### config.mk
export PLATFORM = sky130hd
export DESIGN_NAME = bp_mem_link_concentrator_flat
export DESIGN_NICKNAME = d
export VERILOG_FILES = /design/src/rtl/bp_mem_link_concentrator_if.sv /design/src/rtl/bp_mem_link_concentrator.sv /design/src/flat_wrapper.sv
export SDC_FILE = /design/constraint.sdc
export NUM_CORES = 1
export LEC_CHECK = 0
export ABC_AREA = 1
export CORE_AREA = 2 2 255 257
export DETAILED_ROUTE_END_ITERATION = 8
export DIE_AREA = 0 0 257 259
export SLEW_MARGIN = 20
export SYNTH_ARGS = -nofsm -noshare
export SYNTH_HDL_FRONTEND = slang
export SYNTH_SLANG_ARGS = --single-unit
export TNS_END_PERCENT = 100
### constraint.sdc
create_clock -name clk_i -period 21.6 [get_ports clk_i]
set_input_delay 4.32 -clock clk_i [delete_from_list [all_inputs] [get_ports clk_i]]
set_output_delay 4.32 -clock clk_i [all_outputs]
set_load 0.05 [all_outputs]
### src/rtl/bp_mem_link_concentrator_if.sv
// Memory-link bundle between num_in_p NoC channels and one DRAM link.
// Slave is the concentrator's view; master is the surrounding system.
`timescale 1ns/1ps
interface bp_mem_link_concentrator_if #(
  parameter int num_in_p     = 4,
  parameter int flit_width_p = 64
);
  logic [num_in_p-1:0][flit_width_p-1:0] cmd_data_i;
  logic [num_in_p-1:0]                   cmd_v_i;
  logic [num_in_p-1:0]                   cmd_ready_and_o;
  logic [flit_width_p-1:0]               cmd_data_o;
  logic                                  cmd_v_o;
  logic                                  cmd_ready_and_i;
  logic [flit_width_p-1:0]               resp_data_i;
  logic                                  resp_v_i;
  logic                                  resp_ready_and_o;
  logic [num_in_p-1:0][flit_width_p-1:0] resp_data_o;
  logic [num_in_p-1:0]                   resp_v_o;
  logic [num_in_p-1:0]                   resp_ready_and_i;

  modport slave (
    input  cmd_data_i, cmd_v_i, cmd_ready_and_i, resp_data_i, resp_v_i, resp_ready_and_i,
    output cmd_ready_and_o, cmd_data_o, cmd_v_o, resp_ready_and_o, resp_data_o, resp_v_o
  );

  modport master (
    output cmd_data_i, cmd_v_i, cmd_ready_and_i, resp_data_i, resp_v_i, resp_ready_and_i,
    input  cmd_ready_and_o, cmd_data_o, cmd_v_o, resp_ready_and_o, resp_data_o, resp_v_o
  );
endinterface

### src/rtl/bp_mem_link_concentrator.sv
// Concentrates num_in_p memory channels onto one DRAM link: round-robin wormhole
// arbitration on commands, cid-steered packet routing on responses.
`timescale 1ns/1ps
module bp_mem_link_concentrator #(
  parameter int num_in_p     = 4,
  parameter int flit_width_p = 64,
  parameter int len_width_p  = 4,
  parameter int len_offset_p = 0,
  parameter int cid_width_p  = $clog2(num_in_p),
  parameter int cid_offset_p = 4
) (
  input logic clk_i,
  input logic reset_i,
  bp_mem_link_concentrator_if.slave link
);
  typedef enum logic {E_IDLE, E_BUSY} state_e;
  typedef logic [flit_width_p-1:0] flit_t;
  typedef logic [cid_width_p-1:0]  cid_t;
  typedef logic [len_width_p-1:0]  len_t;

  function automatic cid_t next_ch(cid_t p);
    return (int'(p) == num_in_p-1) ? '0 : cid_t'(p + 1'b1);
  endfunction

  // forward path state
  flit_t      f_mem_q [2];
  flit_t      f_mem_d [2];
  logic       f_wr_q, f_wr_d, f_rd_q, f_rd_d;
  logic [1:0] f_cnt_q, f_cnt_d;
  state_e     f_state_q, f_state_d;
  len_t       f_len_q, f_len_d;
  cid_t       rr_q, rr_d, lock_q, lock_d;

  // reverse path state
  flit_t      r_mem_q [2];
  flit_t      r_mem_d [2];
  logic       r_wr_q, r_wr_d, r_rd_q, r_rd_d;
  logic [1:0] r_cnt_q, r_cnt_d;
  state_e     r_state_q, r_state_d;
  len_t       r_len_q, r_len_d;
  cid_t       r_dest_q, r_dest_d;
  logic       r_drop_q, r_drop_d;

  cid_t                grant;
  logic                any_v, f_space, f_enq, f_deq;
  flit_t               f_in;
  logic [num_in_p-1:0] cmd_rdy, r_vo;
  logic                r_hv, r_enq, r_deq, resp_rdy;
  flit_t               r_head;
  cid_t                h_cid;
  len_t                h_len;

  // lowest offset from rr_q wins, so scan downward and let later hits override
  always_comb begin
    grant = rr_q;
    any_v = 1'b0;
    for (int i = num_in_p-1; i >= 0; i--) begin
      if (link.cmd_v_i[cid_t'((int'(rr_q) + i) % num_in_p)]) begin
        grant = cid_t'((int'(rr_q) + i) % num_in_p);
        any_v = 1'b1;
      end
    end
  end

  always_comb begin
    f_space   = (f_cnt_q != 2'd2) || link.cmd_ready_and_i;
    f_deq     = (f_cnt_q != 2'd0) && link.cmd_ready_and_i;
    cmd_rdy   = '0;
    f_enq     = 1'b0;
    f_in      = link.cmd_data_i[lock_q];
    f_state_d = f_state_q;
    f_len_d   = f_len_q;
    rr_d      = rr_q;
    lock_d    = lock_q;
    if (f_state_q == E_IDLE) begin
      f_in = link.cmd_data_i[grant];
      f_in[cid_offset_p +: cid_width_p] = grant;
      cmd_rdy[grant] = any_v & f_space;
      f_enq = any_v & f_space;
      if (f_enq) begin
        f_len_d = f_in[len_offset_p +: len_width_p];
        if (f_len_d == '0) rr_d = next_ch(grant);
        else begin
          f_state_d = E_BUSY;
          lock_d    = grant;
        end
      end
    end else begin
      cmd_rdy[lock_q] = f_space;
      f_enq = link.cmd_v_i[lock_q] & f_space;
      if (f_enq) begin
        f_len_d = f_len_q - 1'b1;
        if (f_len_q == len_t'(1)) begin
          f_state_d = E_IDLE;
          rr_d      = next_ch(lock_q);
        end
      end
    end
    f_mem_d = f_mem_q;
    f_wr_d  = f_wr_q;
    f_rd_d  = f_rd_q;
    if (f_enq) begin
      f_mem_d[f_wr_q] = f_in;
      f_wr_d = ~f_wr_q;
    end
    if (f_deq) f_rd_d = ~f_rd_q;
    f_cnt_d = f_cnt_q + {1'b0, f_enq} - {1'b0, f_deq};
  end

  always_comb begin
    resp_rdy  = (r_cnt_q != 2'd2) && !reset_i;
    r_enq     = link.resp_v_i && resp_rdy;
    r_head    = r_mem_q[r_rd_q];
    r_hv      = (r_cnt_q != 2'd0);
    h_cid     = r_head[cid_offset_p +: cid_width_p];
    h_len     = r_head[len_offset_p +: len_width_p];
    r_vo      = '0;
    r_deq     = 1'b0;
    r_state_d = r_state_q;
    r_len_d   = r_len_q;
    r_dest_d  = r_dest_q;
    r_drop_d  = r_drop_q;
    if (r_state_q == E_IDLE) begin
      // unroutable cid: swallow the whole packet without presenting it
      if (int'(h_cid) >= num_in_p) r_deq = r_hv;
      else begin
        r_vo[h_cid] = r_hv;
        r_deq = r_hv & link.resp_ready_and_i[h_cid];
      end
      if (r_deq && (h_len != '0)) begin
        r_state_d = E_BUSY;
        r_len_d   = h_len;
        r_dest_d  = h_cid;
        r_drop_d  = (int'(h_cid) >= num_in_p);
      end
    end else begin
      if (r_drop_q) r_deq = r_hv;
      else begin
        r_vo[r_dest_q] = r_hv;
        r_deq = r_hv & link.resp_ready_and_i[r_dest_q];
      end
      if (r_deq) begin
        r_len_d = r_len_q - 1'b1;
        if (r_len_q == len_t'(1)) r_state_d = E_IDLE;
      end
    end
    r_mem_d = r_mem_q;
    r_wr_d  = r_wr_q;
    r_rd_d  = r_rd_q;
    if (r_enq) begin
      r_mem_d[r_wr_q] = link.resp_data_i;
      r_wr_d = ~r_wr_q;
    end
    if (r_deq) r_rd_d = ~r_rd_q;
    r_cnt_d = r_cnt_q + {1'b0, r_enq} - {1'b0, r_deq};
  end

  always_ff @(posedge clk_i or posedge reset_i) begin
    if (reset_i) begin
      f_mem_q   <= '{default: '0};
      f_wr_q    <= 1'b0;
      f_rd_q    <= 1'b0;
      f_cnt_q   <= '0;
      f_state_q <= E_IDLE;
      f_len_q   <= '0;
      rr_q      <= '0;
      lock_q    <= '0;
      r_mem_q   <= '{default: '0};
      r_wr_q    <= 1'b0;
      r_rd_q    <= 1'b0;
      r_cnt_q   <= '0;
      r_state_q <= E_IDLE;
      r_len_q   <= '0;
      r_dest_q  <= '0;
      r_drop_q  <= 1'b0;
    end else begin
      f_mem_q   <= f_mem_d;
      f_wr_q    <= f_wr_d;
      f_rd_q    <= f_rd_d;
      f_cnt_q   <= f_cnt_d;
      f_state_q <= f_state_d;
      f_len_q   <= f_len_d;
      rr_q      <= rr_d;
      lock_q    <= lock_d;
      r_mem_q   <= r_mem_d;
      r_wr_q    <= r_wr_d;
      r_rd_q    <= r_rd_d;
      r_cnt_q   <= r_cnt_d;
      r_state_q <= r_state_d;
      r_len_q   <= r_len_d;
      r_dest_q  <= r_dest_d;
      r_drop_q  <= r_drop_d;
    end
  end

  assign link.cmd_ready_and_o  = cmd_rdy & {num_in_p{~reset_i}};
  assign link.cmd_v_o          = (f_cnt_q != 2'd0);
  assign link.cmd_data_o       = f_mem_q[f_rd_q];
  assign link.resp_ready_and_o = resp_rdy;
  assign link.resp_v_o         = r_vo;

  for (genvar g = 0; g < num_in_p; g++) begin : g_resp_lane
    assign link.resp_data_o[g] = r_head;
  end
endmodule

### src/flat_wrapper.sv
// flat-port wrapper written by rule: the top's interface ports become plain ports
module bp_mem_link_concentrator_flat 
#(
  parameter int num_in_p     = 4,
  parameter int flit_width_p = 64,
  parameter int len_width_p  = 4,
  parameter int len_offset_p = 0,
  parameter int cid_width_p  = $clog2(num_in_p),
  parameter int cid_offset_p = 4
)
  (clk_i, reset_i, link_cmd_data_i, link_cmd_v_i, link_cmd_ready_and_i, link_resp_data_i, link_resp_v_i, link_resp_ready_and_i, link_cmd_ready_and_o, link_cmd_data_o, link_cmd_v_o, link_resp_ready_and_o, link_resp_data_o, link_resp_v_o);
  bp_mem_link_concentrator_if #(.num_in_p(num_in_p), .flit_width_p(flit_width_p)) link_i ();
  input logic clk_i;
  input logic reset_i;
  input wire logic [$bits(link_i.cmd_data_i)-1:0] link_cmd_data_i;
  input wire logic [$bits(link_i.cmd_v_i)-1:0] link_cmd_v_i;
  input wire logic [$bits(link_i.cmd_ready_and_i)-1:0] link_cmd_ready_and_i;
  input wire logic [$bits(link_i.resp_data_i)-1:0] link_resp_data_i;
  input wire logic [$bits(link_i.resp_v_i)-1:0] link_resp_v_i;
  input wire logic [$bits(link_i.resp_ready_and_i)-1:0] link_resp_ready_and_i;
  output wire logic [$bits(link_i.cmd_ready_and_o)-1:0] link_cmd_ready_and_o;
  output wire logic [$bits(link_i.cmd_data_o)-1:0] link_cmd_data_o;
  output wire logic [$bits(link_i.cmd_v_o)-1:0] link_cmd_v_o;
  output wire logic [$bits(link_i.resp_ready_and_o)-1:0] link_resp_ready_and_o;
  output wire logic [$bits(link_i.resp_data_o)-1:0] link_resp_data_o;
  output wire logic [$bits(link_i.resp_v_o)-1:0] link_resp_v_o;
  assign link_i.cmd_data_i = link_cmd_data_i;
  assign link_i.cmd_v_i = link_cmd_v_i;
  assign link_i.cmd_ready_and_i = link_cmd_ready_and_i;
  assign link_i.resp_data_i = link_resp_data_i;
  assign link_i.resp_v_i = link_resp_v_i;
  assign link_i.resp_ready_and_i = link_resp_ready_and_i;
  assign link_cmd_ready_and_o = link_i.cmd_ready_and_o;
  assign link_cmd_data_o = link_i.cmd_data_o;
  assign link_cmd_v_o = link_i.cmd_v_o;
  assign link_resp_ready_and_o = link_i.resp_ready_and_o;
  assign link_resp_data_o = link_i.resp_data_o;
  assign link_resp_v_o = link_i.resp_v_o;
  bp_mem_link_concentrator #(.num_in_p(num_in_p), .flit_width_p(flit_width_p), .len_width_p(len_width_p), .len_offset_p(len_offset_p), .cid_width_p(cid_width_p), .cid_offset_p(cid_offset_p)) u_core (.clk_i(clk_i), .reset_i(reset_i), .link(link_i));
endmodule
Word-level counts from Yosys, hierarchy flattened

Cells that the tools add are included.

Input port bits: 332
Output and inout port bits: 330
Bits in registers: 280
Logic and storage cells: 175

Add/sub/neg operators: 11
Magnitude comparators: 18
Reduce and logical (&&, ||, !) cells: 24
Bitwise operators: 21
Muxes and demuxes: 75
Equality and inequality tests: 9

Operators by type and width:

| cell                                                                                 | count |
|---|---|
| 64-bit two-way mux                                                                   | 11 |
| 64-bit binary-select mux with 2-bit select                                           | 2 |
| 128-bit bitwise mux                                                                  | 2 |
| 64-bit demux with 1-bit select                                                       | 2 |
| 4-bit two-way mux                                                                    | 8 |
| 1-bit two-way mux                                                                    | 28 |
| 2-bit by 3-bit less-than comparator with 1-bit output (second input constant)        | 8 |
| 2-bit two-way mux                                                                    | 11 |
| 4-bit AND                                                                            | 5 |
| 1-bit binary-select mux with 2-bit select                                            | 7 |
| 1-bit logical AND                                                                    | 10 |
| 2-bit inequality test (second input constant)                                        | 5 |
| 2-bit nonzero test                                                                   | 5 |
| 1-bit demux with 2-bit select                                                        | 4 |
| 4-bit by 1-bit == test with 1-bit output (second input constant)                     | 2 |
| 2-bit by 1-bit greater-or-equal comparator with 1-bit output (second input constant) | 4 |
| 2-bit greater-or-equal comparator (second input constant)                            | 4 |
| 1-bit NOT                                                                            | 8 |
| 1-bit NOT with 2-bit output                                                          | 4 |
| 4-bit by 1-bit subtractor with 4-bit output (second input constant)                  | 2 |
| 2-bit by 1-bit adder with 2-bit output (second input constant)                       | 3 |
| 2-bit AND reduction                                                                  | 3 |
| 2-bit by 1-bit adder with 2-bit output                                               | 2 |
| 2-bit adder (second input constant)                                                  | 2 |
| other kinds (10)                                                                     | 16 |

Depth between registers and ports, before layout

Gate-level depths: netlist of run 1.

Word-level depth: 14
Depth in mapped cells: 20
Depth with buffers taken out: 18

Worst setup path before layout of run 1

OpenSTA, ideal clock, no wires.

Kind: input to output
Start: in reset_i
End: out link_cmd_ready_and_o[0]
Stages on the path: 3
Buffers on the path: 0
Setup slack: 4424 ps
Required time: 17280 ps
Data arrival time: 12856 ps
Path through: inv_1 -> o21ai_0 -> nor3_1

Cells in the longest elaborated chain, start to end: 2

Ends and longest elaborated chain:

| what            | RTL line                        | text |
|---|---|---|
| start, declared | flat_wrapper.sv:14              | `input logic reset_i;` |
| 1-bit NOT       | bp_mem_link_concentrator.sv:196 | `assign link.cmd_ready_and_o = cmd_rdy & {num_in_p{~reset_i}};` |
| 4-bit AND       | bp_mem_link_concentrator.sv:196 |  |
| end, declared   | flat_wrapper.sv:21              | `output wire logic [$bits(link_i.cmd_ready_and_o)-1:0] link_cmd_ready_and_o;` |

No other way between the ends.

Worst setup path after layout of run 1

Start: in link_cmd_v_i[3]
End: out link_cmd_ready_and_o[2]

Cells in the longest elaborated chain, start to end: 13
Elaborated cells on any way between the ends: 25
Those cells by class: order compare (2); mux (19); bitwise (3); reduce/logical (1)

Ends and longest elaborated chain:

| what                                                                                                                                                               | RTL line                        | text |
|---|---|---|
| start, declared                                                                                                                                                    | flat_wrapper.sv:16              | `input wire logic [$bits(link_i.cmd_v_i)-1:0] link_cmd_v_i;` |
| 1-bit binary-select mux with 2-bit select                                                                                                                          | bp_mem_link_concentrator.sv:58  | `if (link.cmd_v_i[cid_t'((int'(rr_q) + i) % num_in_p)]) begin` |
| 1-bit two-way mux (implied by the code)                                                                                                                            | bp_mem_link_concentrator.sv:58  |  |
| 2-bit two-way mux (4 in series)                                                                                                                                    | bp_mem_link_concentrator.sv:58  |  |
| 2-bit by 3-bit less-than comparator with 1-bit output (implied by the code) / 2-bit by 1-bit greater-or-equal comparator with 1-bit output (equally long branches) | bp_mem_link_concentrator.sv:78  | `cmd_rdy[grant] = any_v & f_space;` |
| 1-bit logical AND (implied by the code)                                                                                                                            | bp_mem_link_concentrator.sv:78  |  |
| 1-bit two-way mux (implied by the code)                                                                                                                            | bp_mem_link_concentrator.sv:78  |  |
| 1-bit demux with 2-bit select                                                                                                                                      | --                              |  |
| 4-bit AND (no source line) (*)                                                                                                                                     | --                              |  |
| 4-bit two-way mux (*)                                                                                                                                              | bp_mem_link_concentrator.sv:75  | `if (f_state_q == E_IDLE) begin` |
| 4-bit AND (*)                                                                                                                                                      | bp_mem_link_concentrator.sv:196 |  |

Mark *: on every way between the ends. The rest lies on a longest branch, timed or not. The select of a mux whose other input is x is not followed.

==> impl_metrics.tcl, run 1 <==
set metrics [dict create \
    slew_viol_final 0 \
    synth_area_per_cell_sq_um 7.369 \
    async_flop_share_pct 100.0 \
    wirelength_um 70010 \
    synthesis.nets 2910 \
    syn_to_final_growth_pct 35.52 \
    clock_latency_ns 0.59 \
    hold_path_class "flop to flop" \
    nNetsFinal 3261 \
    synth-seq-cells 280 \
    multi_input_area_sq_um 8715 \
    grtUsageMet3_pct 4.921 \
    hold_start "u_core.r_mem_q[102]" \
    use_met2_pct 33.91 \
    seq_area_sq_um 7018 \
    crit_arrival_ns 7.70 \
    fp.dieW_um 257 \
    nFillCells 6606 \
    crit-reg2reg-capture "u_core.f_mem_q[51]" \
    io_pins 662 \
    start_kind "input port" \
    cts_hold_buf 0 \
    layout-drive-gt1-share_pct 7.624 \
    syn_inst 2562 \
    fin_skew_ns 0.01814 \
    die-area_sq_um 66560 \
    tightest_slew_ns 0.9906 \
    synth_area_sq_um 18880 \
    drc_errors 0 \
    setup_tns_ns 0 \
    path_clk_slew_ns 0.06 \
    grt_usage_pct 20.28 \
    r2r_cells 16 \
    cts_max_level 1 \
    required_ns 17.28 \
    grt_pass1_vias 16770 \
    cts_sinks 280 \
    port_buffers 661 \
    drt-initial-drc-count 1187 \
    place_area_sq_um 24490 \
    postCtsResizedCells 0 \
    rsz0062_at_grt "no" \
    dr.pass1.iters 5 \
    max_clock_freq_mhz 83.20 \
    tritoncts "built" \
    min_period_over_period_pct 55.65 \
    wl_per_cell_um 18.43 \
    postCtsSetupRepairBufs 0 \
    antenna_found_initial 13 \
    crit_type "input port to output port" \
    end_kind "output port" \
    gp_congestion 0.8696 \
    cts-buffers-inserted 31 \
    whs_path_depth 2 \
    r2r_slack_ns 17.89 \
    min_period_ns 12.02 \
    maxSlewHeadroom_pct 33.96 \
    crit_fanout 58 \
    clockRootBuffer "clkbuf_16" \
    ys_types 45 \
    fp.dieH_um 259 \
    setup_viol_count_final 0 \
    maxCapViolCount 0 \
    seq_area_frac_synth_pct 37.11 \
    status "complete, no violations" \
    num_rows 93 \
    vias 17940 \
    reg2reg_from "u_core.rr_q[0]" \
    hold_violations 0 \
    stdcell_area_sq_um 25590 \
    synth_edf_count 0 \
    gr-max-usage-layer "met2" \
    hold_end "u_core.r_mem_q[102]" \
    core_sq_um 63880 \
    start_util_pct 29.55 \
    via_per_inst 4.723 \
    ys.warnings.count 0 \
    grt_pass1_wl_um 105300 \
    grt.overflow.total 0 \
    drtAntennaViolNets 0 \
    gr-usage-met1_pct 25.91 \
    grt_max_degree 91 \
    clock_path_buffers 3 \
    dp_hpwl_um 52200 \
    synth_ff_type "dfrtp_1" \
]
layout by cell type, fill, tap and decap left out, types with 4 or more instances in the layout:
master	instances
o21ai_1	145
a21oi_1	83
a31oi_1	12
nand3_1	116
nand4_1	5
mux2_2	58
o211ai_2	49
buf_4	20
nor3_1	13
clkbuf_8	5
o211ai_1	99
clkdlybuf4s50_1	661
clkinv_2	11
clkbuf_16	31
o21ai_0	250
nand2_2	9
ha_1	16
dfrtp_1	275
diode_2	5
bufinv_16	4
nand3b_1	4
nand2_1	750
inv_1	232
nor2_1	37
nand2_4	4
synth_stat cells (4+ instances only):
master,instances,area [sq um]
nand3_1,116,580.6
a21oi_1,83,415.4
nand2_2,8,50.05
nor2_1,39,146.4
o21ai_0,250,1251
buf_1,13,48.80
ha_1,16,200.2
nor3_1,13,65.06
o211ai_1,99,743.2
buf_6,14,157.7
clkbuf_1,112,420.4
a31oi_1,12,75.07
nand2_1,753,2826
inv_1,233,874.6
nand4_1,5,31.28
buf_4,200,1501
buf_2,21,105.1
mux2_2,58,653.1
o21ai_1,145,725.7
dfrtp_1,280,7007
inv_2,4,15.01
o211ai_2,49,613.1
nand3b_1,4,30.03
final cells by class:
| cell class | instances | area share (%) |
|---|---|---|
| clock inverter | 19 | 0.8705 |
| antenna | 5 | 0.04890 |
| clock buffer | 39 | 3.345 |
| multi-input combinational | 1678 | 34.06 |
| sequential | 280 | 27.43 |
| tap | 855 | 4.181 |
| timing repair buffer | 681 | 26.45 |
| inverter | 241 | 3.619 |
sequential cells by signal (all words and copies together), names as in the netlist, 2 cells and up:
name and flops:
u_core.f_len_q 4, u_core.r_mem_q 128, u_core.r_dest_q 2, u_core.r_cnt_q 2, u_core.rr_q 2, u_core.f_cnt_q 2
u_core.r_len_q 4, u_core.f_mem_q 128, u_core.lock_q 2
per-stage QoR:
stage	hold WS [ns]	setup slack (ns)	std cells	util, %
final	0.4802	9.580	3798	40.05
after detailed placement	0.4681	9.583	3735	38.34
after CTS	0.4846	9.568	3793	40.03
after global routing	0.5035	9.349	3796	40.04
after floorplan	0.4476	4.424	2562	-
after global placement	0.4597	9.585	3735	38.34
worst max-delay path, stage by stage:
cell             delay (ns)
clkdlybuf4s50_1        0.52
inv_1                  0.05
nand2_1                0.09
nand3_1                0.11
nand2_1                0.08
inv_1                  0.05
nand2_2                0.10
nand2_4                0.08
nand2_8                0.10
nand2_8                0.23
inv_4                  0.59
ha_1                   0.25
nor2_1                 0.04
nor3_1                 0.21
clkdlybuf4s50_1        0.83
kinds of logic (layout without fill, tap and decap cells):
family / Yosys count / count (layout) / synth area share, %
xor+xnor: 6 / 6 / 0.2784
fa+ha+maj: 16 / 16 / 1.060
other cells: 0 / 5 / 0
compound gates: 648 / 648 / 20.72
simple gates: 950 / 950 / 20.48
buf+inv: 604 / 980 / 16.89
mux: 58 / 58 / 3.459
flops: 280 / 280 / 37.11
worst max-delay path by stage:
stage                         start                      end  cells past startpoint  slack [ns]
global placement    link_cmd_v_i[3]  link_cmd_ready_and_o[2]                     15        9.58
global route        link_cmd_v_i[3]  link_cmd_ready_and_o[0]                     15        9.35
floorplan                   reset_i  link_cmd_ready_and_o[0]                      3        4.42
detailed placement  link_cmd_v_i[3]  link_cmd_ready_and_o[2]                     15        9.58
CTS                 link_cmd_v_i[3]  link_cmd_ready_and_o[2]                     15        9.57
finish              link_cmd_v_i[3]  link_cmd_ready_and_o[2]                     15        9.58
per-layer routing:
| metal | routed length [um] | part of all wire (%) | vias to the layer above |
|---|---|---|---|
| li1 | - | - | 8895 |
| met5 | 98 | 0.14 | - |
| met4 | 1866 | 2.7 | 14 |
| met3 | 5184 | 7.4 | 85 |
| met1 | 29580 | 42 | 8288 |
| met2 | 33280 | 48 | 655 |
Power of run 1 is not shown: default switching activity piles up to over one toggle a cycle in this logic, so the estimate is an artifact.
==> run 2: changes to the inputs <==
==> constraint.sdc (replaced) <==
create_clock -name clk_i -period 12.3 [get_ports clk_i]
set_input_delay 2.46 -clock clk_i [delete_from_list [all_inputs] [get_ports clk_i]]
set_output_delay 2.46 -clock clk_i [all_outputs]
set_load 0.05 [all_outputs]
==> run 2 against run 1 <==
Via count up 0.48%. Clock skew down 0.011 ns. Register-to-register slack worse by 9.3 ns. Cell area up 0.37%. Hold slack worse by 0.0026 ns. Sequential cell count unchanged. Die area unchanged. Clock-buffer cell count up 9. First-iteration DRC count down 4.7%. Global-route usage down 0.21 points. Utilization up 0.15 points. Highest routed layer unchanged.
==> impl_metrics.tcl, run 2 (synthesized netlist as in run 1, its figures left out) <==
set metrics [dict create \
    finish.utilization_pct 40.20 \
    final_cell_mix "750 x nand2_1, 661 x clkdlybuf4s50_1, 275 x dfrtp_1, 250 x o21ai_0, 232 x inv_1" \
    wl_met3_um 5417 \
    antenna_found_initial 12 \
    drt-initial-drc-count 1131 \
    min_period_over_period_pct 65.37 \
    wirelength_um 68950 \
    postCtsResizedCells 0 \
    crit_path_top_delay_cell "clkdlybuf4s50_1" \
    cts_sinks 280 \
    dp_hpwl_um 51510 \
    hold_violations 0 \
    status "complete, no violations" \
    reg_top3 "u_core.f_mem_q x128, u_core.r_mem_q x128" \
    grt_pass1_vias 16820 \
    num_rows 93 \
    dr.pass1.iters 5 \
    grt_usage_pct 20.07 \
    place_ws_ns 4.267 \
    cts-buffers-inserted 34 \
    die-area_sq_um 66560 \
    core_sq_um 63880 \
    max_clock_freq_mhz 124.4 \
    path_clk_slew_ns 0.05 \
    tightest_slew_ns 1.072 \
    crit_arrival_ns 5.58 \
    cp_num_buf_inv 5 \
    layout-drive-gt1-share_pct 7.527 \
    hold_start "u_core.r_mem_q[6]" \
    tritoncts "built" \
    cts_hold_buf 0 \
    port_buffers 661 \
    grt.overflow.total 0 \
    postCtsSetupRepairBufs 0 \
    clockRootBuffer "clkbuf_16" \
    maxCapViolCount 0 \
    stdcell_count 3796 \
    fp.dieW_um 257 \
    syn_to_final_growth_pct 36.02 \
    required_ns 9.84 \
    fp.dieH_um 259 \
    rsz0062_at_grt "no" \
    drc_errors 0 \
    wl_per_cell_um 18.16 \
    start_kind "input port" \
    end_kind "output port" \
    wl_met2_um 33260 \
    fin_skew_ns 0.006693 \
    clock_path_buffers 3 \
    slew_viol_final 0 \
    grt_max_degree 130 \
    top_layer "met5" \
    gp_congestion 0.8802 \
    drtAntennaViolNets 0 \
    cp_slowest_stage_delay_ns 0.83 \
    grt_pass1_wl_um 103900 \
    start_util_pct 29.55 \
    crit_start "link_cmd_v_i[3]" \
    min_period_ns 8.041 \
    crit_family "buffers and inverters" \
    vias 18020 \
    numPlacedInstances 3734 \
    setup_ws_ns 4.259 \
    setup_tns_ns 0 \
    hold_path_class "flop to flop" \
    via_per_inst 4.748 \
    crit_chain "clkdlybuf4s50_1 > inv_1 > nand2_1 > nand3_1 > nand2_1 > inv_1 > nand2_2 > nand2_4 > nand2_8 > nand2_8 > inv_4 > ha_1 > nor2_1 > nor3_1 > clkdlybuf4s50_1" \
    layout_commonest_cell "nand2_1" \
    clock_latency_ns 0.51 \
    cts_max_level 2 \
    maxSlewHeadroom_pct 28.34 \
    wl_met1_um 29140 \
    nNetsFinal 3263 \
    setup_viol_count_final 0 \
    reg2reg_from "u_core.rr_q[0]" \
    crit_fanout 53 \
    crit_type "input port to output port" \
    io_pins 662 \
]
==> run 2: changes by cell type in the layout (fill, tap and decap cells not counted), sizes merged <==
cell,before,now
clkinvlp,2,3
clkbuf,39,48
inv,242,238
clkinv,12,6
buf,20,19
bufinv,4,3
==> run 2: routing by layer <==
layer	vias up	GRT usage (%)
li1	8908	-
met1	8362	25.60
met2	678	33.66
met3	63	5.448
met4	12	4.861
met5	-	0
==> run 2: worst paths after layout <==
kind	end	slack [ns]	depth (start not counted)
min reg2reg	u_core.r_mem_q[6]	0.48	2
max in group asynchronous	u_core.f_mem_q[119]	7.76	4
min	u_core.r_mem_q[6]	0.48	2
min in group asynchronous	u_core.r_mem_q[8]	2.49	2
max reg2reg	u_core.f_mem_q[111]	8.62	16
max	link_cmd_ready_and_o[2]	4.26	15
==> run 2: final cells by class <==
type / count / area [sq um]
multi-input cells: 1678 / 8720
clock buffers: 48 / 1037
clock inverters: 9 / 128.9
fillers: 6559 / 38200
repair buffers: 680 / 6771
flip-flops and latches: 280 / 7018
well taps: 855 / 1070
diodes: 5 / 12.51
inverters: 241 / 922.1
==> run 2: worst min-delay path, cell delays in order, from the launching register on <==
cell     delay [ns]
dfrtp_1        0.33
nand2_1        0.05
o21ai_0        0.06
==> run 2: stage by stage <==
| stage | cell area, sq um | hold slack [ns] |
|---|---|---|
| floorplan | 18880 | 0.4476 |
| global placement | 24500 | 0.4613 |
| detailed placement | 24500 | 0.4672 |
| CTS | 25670 | 0.4812 |
| global route | 25680 | 0.4927 |
| finish | 25680 | 0.4776 |
Power of run 2 is left out for the same reason.
==> run 3: changes to the inputs <==
--- a/config.mk
+++ b/config.mk
@@ -6,9 +6,9 @@
 export NUM_CORES = 1
 export LEC_CHECK = 0
 export ABC_AREA = 1
-export CORE_AREA = 2 2 255 257
+export CORE_AREA = 2 2 257 259
 export DETAILED_ROUTE_END_ITERATION = 8
-export DIE_AREA = 0 0 257 259
+export DIE_AREA = 0 0 259 261
 export SLEW_MARGIN = 20
 export SYNTH_ARGS = -nofsm -noshare
 export SYNTH_HDL_FRONTEND = slang
==> constraint.sdc (replaced) <==
create_clock -name clk_i -period 6.7 [get_ports clk_i]
set_input_delay 1.34 -clock clk_i [delete_from_list [all_inputs] [get_ports clk_i]]
set_output_delay 1.34 -clock clk_i [all_outputs]
set_load 0.05 [all_outputs]
==> run 3 against run 2 <==
Die area is 1.6% higher. Clock-buffer cell count down 1. Sequential cell count did not move. Wire length rose by 2.1%. Clock skew grew 0.010 ns. Critical endpoint is now link_cmd_ready_and_o[3]. Sequential share of layout area barely moved. Final cell count is 0.21% higher.
==> impl_metrics.tcl, run 3 (synthesized netlist as in run 1, its figures left out) <==
set metrics [dict create \
    numPlacedInstances 3745 \
    postCtsResizedCells 0 \
    wl_per_cell_um 18.50 \
    core_sq_um 65040 \
    hold_start "u_core.r_mem_q[36]" \
    dr.pass1.iters 6 \
    crit_arrival_ns 4.21 \
    port_buffers 661 \
    cts_hold_buf 0 \
    cp_num_buf_inv 4 \
    fp.dieW_um 259 \
    path_clk_slew_ns 0.06 \
    hold_end "u_core.r_mem_q[36]" \
    layout-drive-gt1-share_pct 7.721 \
    cts_sinks 280 \
    wirelength_um 70370 \
    r2r_cells 13 \
    crit_type "input port to output port" \
    fp.dieH_um 261 \
    maxSlewHeadroom_pct 24.54 \
    crit_fanout 66 \
    crit_chain "clkdlybuf4s50_1 > inv_1 > nand2_1 > nand3_1 > nand2_1 > inv_1 > nand2_2 > nand3_4 > nand2_8 > ha_1 > nor2_1 > nor3_1 > clkdlybuf4s50_1" \
    layout_commonest_cell "nand2_1" \
    grt.overflow.total 0 \
    setup_viol_count_final 0 \
    seq_area_sq_um 7018 \
    setup_ws_ns 1.145 \
    grt_max_degree 93 \
    crit_path_top_delay_cell "clkdlybuf4s50_1" \
    cts_max_level 2 \
    num_rows 94 \
    final_cell_mix "750 x nand2_1, 659 x clkdlybuf4s50_1, 275 x dfrtp_1, 250 x o21ai_0, 232 x inv_1" \
    clockRootBuffer "clkbuf_16" \
    start_kind "input port" \
    antenna_found_initial 7 \
    setup_tns_ns 0 \
    r2r_slack_ns 2.80 \
    tritoncts "built" \
    gp_congestion 0.8841 \
    postCtsSetupRepairBufs 0 \
    fin_skew_ns 0.01700 \
    cts-buffers-inserted 36 \
    slew_viol_final 0 \
    max_clock_freq_mhz 180.0 \
    hold_path_class "flop to flop" \
    finish.utilization_pct 39.46 \
    multi_input_area_sq_um 8715 \
    stdcell_count 3804 \
    cp_slowest_stage_delay_ns 0.83 \
    min_period_ns 5.555 \
    syn_to_final_growth_pct 35.94 \
    via_per_inst 4.746 \
    drtAntennaViolNets 0 \
    grt_pass1_vias 16920 \
    nFillCells 6826 \
    hold_violations 0 \
    crit-reg2reg-capture "u_core.f_mem_q[93]" \
    nNetsFinal 3267 \
    grt_usage_pct 20.12 \
    grt_pass1_wl_um 104500 \
    vias 18060 \
    status "complete, no violations" \
    reg2reg_from "u_core.lock_q[1]" \
    tightest_slew_ns 1.131 \
    clock_latency_ns 0.53 \
    start_util_pct 29.03 \
    drt-initial-drc-count 1266 \
    rsz0062_at_grt "no" \
    dp_hpwl_um 52570 \
    crit_family "buffers and inverters" \
    end_kind "output port" \
    required_ns 5.36 \
    whs_path_depth 2 \
    io_pins 662 \
    n_antenna_cell 0 \
    clock_path_buffers 3 \
    min_period_over_period_pct 82.91 \
    drc_errors 0 \
    place_ws_ns 1.135 \
    reg_top3 "u_core.f_mem_q x128, u_core.r_mem_q x128" \
    maxCapViolCount 0 \
    die-area_sq_um 67600 \
]
## run 3: changes by cell type in the layout (fill, tap and decap cells not counted), moves of 2 or more
| cell | delta |
|---|---|
| buf_12 | +2 |
| buf_4 | +2 |
| bufinv_16 | -2 |
| clkdlybuf4s50_1 | -2 |
| clkinv_2 | +5 |
| clkinvlp_4 | -2 |
| diode_2 | -5 |
| inv_6 | +2 |
## run 3: through the flow
| step | area (sq um) | hold slack, ns |
|---|---|---|
| 2_1_floorplan | 18880 | 0.4476 |
| 3_3_place_gp | 24540 | 0.4601 |
| 3_5_place_dp | 24540 | 0.4667 |
| 4_1_cts | 25660 | 0.4812 |
| 5_1_grt | 25660 | 0.4982 |
| 6_report | 25660 | 0.4772 |
## run 3: worst max path at each step
stage                               start                       to  slack, ns  cells after the start
after global routing      link_cmd_v_i[3]  link_cmd_ready_and_o[3]       0.95                     13
final                     link_cmd_v_i[3]  link_cmd_ready_and_o[3]       1.15                     13
after global placement    link_cmd_v_i[3]  link_cmd_ready_and_o[1]       1.16                     13
after CTS                 link_cmd_v_i[3]  link_cmd_ready_and_o[3]       1.12                     13
after detailed placement  link_cmd_v_i[3]  link_cmd_ready_and_o[3]       1.13                     13
after floorplan                   reset_i  link_cmd_ready_and_o[0]      -1.26                      3
## run 3: layout make-up
type | instances | area share [%]
clock inverters | 12 | 0.3900
flip-flops and latches | 280 | 27.34
multi-input cells | 1678 | 33.96
well taps | 864 | 4.212
clock buffers | 47 | 3.988
repair buffers | 682 | 26.52
inverters | 241 | 3.588
## run 3: worst min-delay path, delay by kind of cell (launching register included)
| family | cells | cell delay [ns] |
|---|---|---|
| AND/OR/NAND/NOR | 1 | 0.05 |
| flip-flops | 1 | 0.34 |
| AO/OA/AOI/OAI | 1 | 0.05 |
## run 3: layer usage
| layer | track usage (%) | share of wire [%] | routed length, um | vias up |
|---|---|---|---|---|
| li1 | - | - | - | 8913 |
| met1 | 25.11 | 42 | 29490 | 8359 |
| met2 | 34.38 | 48 | 33530 | 678 |
| met3 | 5.614 | 8.1 | 5678 | 91 |
| met4 | 4.769 | 2.2 | 1574 | 14 |
| met5 | 0 | 0.14 | 97 | - |
Power of run 3 is left out for the same reason.
